[src/rtl/la_pkg.sv]
// Shared command codes and dispatcher state encoding, used by the UART front end
// and the task blocks that hang off the dispatcher.
package la_pkg;

  localparam logic [7:0] CMD_ACQ  = 8'h61;  // 'a'
  localparam logic [7:0] CMD_TXD  = 8'h74;  // 't'
  localparam logic [7:0] CMD_BOTH = 8'h62;  // 'b'

  typedef enum logic [1:0] {
    ST_IDLE = 2'd0,
    ST_ACQ  = 2'd1,
    ST_TXD  = 2'd2
  } state_t;

endpackage

[src/rtl/cmd_capture.sv]
// Latches the UART byte while its valid level is high and emits a one-cycle strobe
// on the falling edge of that level, carrying the last byte seen.
module cmd_capture (
  input  logic       clk,
  input  logic       rst_n,
  input  logic       i_fresh,
  input  logic [7:0] i_data,
  output logic [7:0] o_cmd,
  output logic       o_strobe
);

  logic       r_fresh;
  logic [7:0] r_cmd;

  always_ff @(posedge clk or negedge rst_n) begin
    if (!rst_n) begin
      r_fresh <= 1'b0;
      r_cmd   <= 8'h00;
    end else begin
      r_fresh <= i_fresh;
      if (i_fresh) begin
        r_cmd <= i_data;
      end
    end
  end

  // Strobe is combinational so the FSM acts on the very next edge after the level drops.
  assign o_strobe = r_fresh & ~i_fresh;
  assign o_cmd    = r_cmd;

endmodule

[src/rtl/task_dispatcher.sv]
// Command-driven dispatcher: grants the acquisition and/or transmit task from a
// UART command and holds each grant until that task reports completion.
module task_dispatcher
  import la_pkg::*;
(
  input  logic       clk,
  input  logic       rst_n,
  output logic       grant_acq,
  output logic       grant_txd,
  input  logic       done_acq,
  input  logic       done_txd,
  input  logic       rx_data_fresh,
  input  logic [7:0] rx_data,
  output logic       led
);

  logic [7:0] w_cmd;
  logic       w_strobe;

  state_t r_state;
  logic   r_chain;
  logic   r_grant_acq;
  logic   r_grant_txd;
  logic   r_led;

  cmd_capture u_cmd_capture (
    .clk      (clk),
    .rst_n    (rst_n),
    .i_fresh  (rx_data_fresh),
    .i_data   (rx_data),
    .o_cmd    (w_cmd),
    .o_strobe (w_strobe)
  );

  // Outputs are set alongside the state they describe, so they change on the same edge.
  always_ff @(posedge clk or negedge rst_n) begin
    if (!rst_n) begin
      r_state     <= ST_IDLE;
      r_chain     <= 1'b0;
      r_grant_acq <= 1'b0;
      r_grant_txd <= 1'b0;
      r_led       <= 1'b0;
    end else begin
      case (r_state)
        ST_IDLE: begin
          if (w_strobe) begin
            case (w_cmd)
              CMD_ACQ, CMD_BOTH: begin
                r_state     <= ST_ACQ;
                r_chain     <= (w_cmd == CMD_BOTH);
                r_grant_acq <= 1'b1;
                r_led       <= 1'b1;
              end
              CMD_TXD: begin
                r_state     <= ST_TXD;
                r_grant_txd <= 1'b1;
                r_led       <= 1'b1;
              end
              default: ;
            endcase
          end
        end
        ST_ACQ: begin
          if (done_acq) begin
            r_grant_acq <= 1'b0;
            r_chain     <= 1'b0;
            if (r_chain) begin
              r_state     <= ST_TXD;
              r_grant_txd <= 1'b1;
            end else begin
              r_state <= ST_IDLE;
              r_led   <= 1'b0;
            end
          end
        end
        ST_TXD: begin
          if (done_txd) begin
            r_state     <= ST_IDLE;
            r_grant_txd <= 1'b0;
            r_led       <= 1'b0;
          end
        end
        default: begin
          r_state     <= ST_IDLE;
          r_chain     <= 1'b0;
          r_grant_acq <= 1'b0;
          r_grant_txd <= 1'b0;
          r_led       <= 1'b0;
        end
      endcase
    end
  end

  assign grant_acq = r_grant_acq;
  assign grant_txd = r_grant_txd;
  assign led       = r_led;

endmodule

[config.mk]
export PLATFORM = sky130hd
export DESIGN_NAME = task_dispatcher
export DESIGN_NICKNAME = d
export VERILOG_FILES = /design/src/rtl/la_pkg.sv /design/src/rtl/cmd_capture.sv /design/src/rtl/task_dispatcher.sv
export SDC_FILE = /design/constraint.sdc
export NUM_CORES = 1
export LEC_CHECK = 0
export ABC_AREA = 1
export CAP_MARGIN = 5
export CORE_UTILIZATION = 47
export DETAILED_ROUTE_END_ITERATION = 6
export PLACE_DENSITY = 0.75
export SLEW_MARGIN = 20
export SYNTH_ARGS = -nofsm -noshare
export SYNTH_HDL_FRONTEND = slang
export SYNTH_SLANG_ARGS = --single-unit
[constraint.sdc]
create_clock -name clk -period 1.2 [get_ports clk]
set_input_delay 0.18 -clock clk [delete_from_list [all_inputs] [get_ports clk]]
set_output_delay 0.18 -clock clk [all_outputs]
set_load 0.01 [all_outputs]
==> metrics.yaml, run 1 <==
status: "finished, final reports clean"
synth.yosys.seq_area_share: 0.5137
final_common_cell: "nand2_1"
fin_nets: 130
avgViaCountPerCell: 5.061
cp_data_arrival_time_ps: 1340
synth-adder-area-share: 0
cts_max_path_buffers: 2
post-dp-hpwl_um: 1078
fillCellCount: 105
final.setup.tns_ps: 0
groute.usage.overall: 0.1858
dieWidth_um: 41.43
yosys_warnings: 0
synth_compound_area_frac: 0.06336
drc_errors: 0
clock-sinks: 15
tightest_slew_ps: 220.2
via_count: 663
synth_xor_xnor_area_share: 0
p_int_mw: 1.157
avgSynthCellArea_sq_um: 7.857
hold_path.class: "in -> async"
path_cells: "nor2_4 > buf_12 > nand3_2 > nand3_1 > nand2_1"
setup_viol: 0
rrSetupSlack_ps: 40
timing.final.crit_share: 0.9662
synth_top_cell_by_area: "dfrtp_1"
synth_top_area_share: 0.5137
drive_above_1_share: 0.2672
start_kind: "flop"
fmax_mhz: 862.5
fin_cells: 131
synth.distinct_cells: 18
first_iter_violations: 17
antenna_found_initial: 0
synthMuxAreaShare: 0
ys_ff_latch: 15
finalMaxSlewViolations: 0
synthTopCellsByArea: "dfrtp_1 (51%), nand2_1 (19%), nand3_1 (4.8%)"
p_comb_frac: 0.468
slowest_stage: "dfrtp_2"
power_leakage_nw: 0.5021
critPathMaxStageDelay_ps: 450
worst_skew_pair.late_latency_ps: 280
synth_fp_nets: 106
drt-total-wl_um: 1466
multi_input_area_sq_um: 345.3
rsz0062_at_grt: "yes"
pre_cts_ws_ps: -150.3
final_cell_mix: "nand2_1 (32), dfrtp_1 (13), clkdlybuf4s50_1 (12)"
dr.pass1.iters: 4
start_util: 0.5348
sequentialPowerShare: 0.379
swShare: 0.3912
regArea_sq_um: 377.9
portBuffers: 15
die_h_um: 41.43
core_sq_mm: 0.001366
period_needed_ps: 1159
ant_nets: 0
ir_worst_vdd_uv: 965.2
post-place-cells: 125
worst_clock_skew_ps: 1.727
cts_tree: "built"
worst_ep_required_time_ps: 1380
row_count: 13
grt_max_degree: 16
gp_congestion: 0.7489
synth_area_sq_um: 730.7
grt_pass1_wl_um: 2477
clkTransAtPathRegs_ps: 90
worst_slack_ps: 40.59
syn_inst: 93
path_max_fanout: 5
wl_per_cell_um: 11.19
worstSetupPathType: "reg -> reg"
power_switching_mw: 0.7433
htreeDepth: 1
maxCapViolCount: 0
grt_pass1_vias: 594
synth-simple-area-share: 0.3613
synthToLayoutAreaGrowth_pct: 37.67
n_antenna_cell: 0
root_buffer: "clkbuf_4"
grt_overflow: 0
p_per_area_mw_per_mm2: 1889
dieArea_sq_mm: 0.001716
synth_top_family_by_area: "simple AND/OR/NAND/NOR gates"
numCtsBuffers: 3
cts_hold_buf: 0
slew_headroom: 0.8529
critPathCaptureType: "flop"
io_pins: 16
clockPowerShare: 0.153
hold_viol: 0
==> synth_stat cells <==
cell type	n
o21ai_1	1
a21oi_2	1
nand2_1	37
o21ai_0	5
nand2_4	1
nand2_2	1
inv_1	8
nor2_4	1
nand3b_2	1
nor3_1	4
o211ai_1	1
nand4_1	2
nand3_1	7
dfrtp_1	15
inv_2	3
nor2_1	3
clkbuf_1	1
nor2_2	1
==> per-layer routing <==
layer | track usage | vias up | wire length [um]
li1 | - | 339 | -
met1 | 0.2472 | 305 | 690
met2 | 0.2938 | 14 | 703
met3 | 0.02609 | 5 | 38
met4 | 0.09677 | 0 | 34
met5 | 0 | - | 0
==> critical path: cells and delay by family, from the launching register on <==
family / cells / cell delay, ps
buffers and inverters: 1 / 140
flip-flops: 1 / 450
AND/OR/NAND/NOR: 4 / 460
==> cells by family (layout without fill, tap and decap cells) <==
kind of cell    count (synthesis)  in the layout
simple gates                   58             58
compound gates                  8              8
buf+inv                        12             35
flops                          15             15
==> worst paths after layout <==
kind,start,endpoint,cells past startpoint
max,r_state[1],led,5
min reg2reg,grant_acq,grant_acq,2
max in group asynchronous,rst_n,r_state[1],2
min in group clk,rx_data[4],u_cmd_capture.o_cmd[4],3
min,rst_n,u_cmd_capture.o_cmd[7],2
max reg2reg,r_state[1],led,5
==> cell type report <==
type	instances	area share
clock buffers	4	0.02612
inverters	11	0.04104
well taps	15	0.01866
multi-input cells	66	0.3433
repair buffers	20	0.1953
flip-flops and latches	15	0.3756
==> what timing repair did <==
item / 4_1_cts / 5_1_grt
gates resized for setup: 3 / 15
buffers inserted: 0 / 2
pin swaps: 0 / 6
endpoints found under the setup margin: 3 / 6
gates cloned: 0 / 0
==> flip-flops by register name, summed over array words and instances, names as in the netlist <==
name                   count
u_cmd_capture.o_cmd        8
r_state                    2
grant_acq                  1
grant_txd                  1
led                        1
r_chain                    1
u_cmd_capture.r_fresh      1
==> power by group through the flow <==
stage,logic (mW),clock network [mW],registers [mW]
after global placement,0.738,0,0.712
after floorplan,0.484,0,0.730
after CTS,0.718,0.299,0.708
after global routing,0.981,0.321,0.736
after detailed placement,0.753,0,0.719
final,0.889,0.291,0.720
==> through the flow <==
step	total power, mW	cell area (sq um)	hold WS [ps]	util
after floorplan	1.215	730.7	-115.6	-
after global placement	1.450	918.4	454.3	0.6722
after detailed placement	1.472	918.4	468.4	0.6722
after CTS	1.725	940.9	196.5	0.6886
after global routing	2.037	1006	232.5	0.7363
final	1.900	1006	195.2	0.7363
(Power assumes the default switching activity.)
==> run 2, diff against run 1 <==
CTS_CLUSTER_SIZE = 16   (was not set)
==> results of run 2 <==
No change in the layout: final DEF, timing and power equal those of run 1.
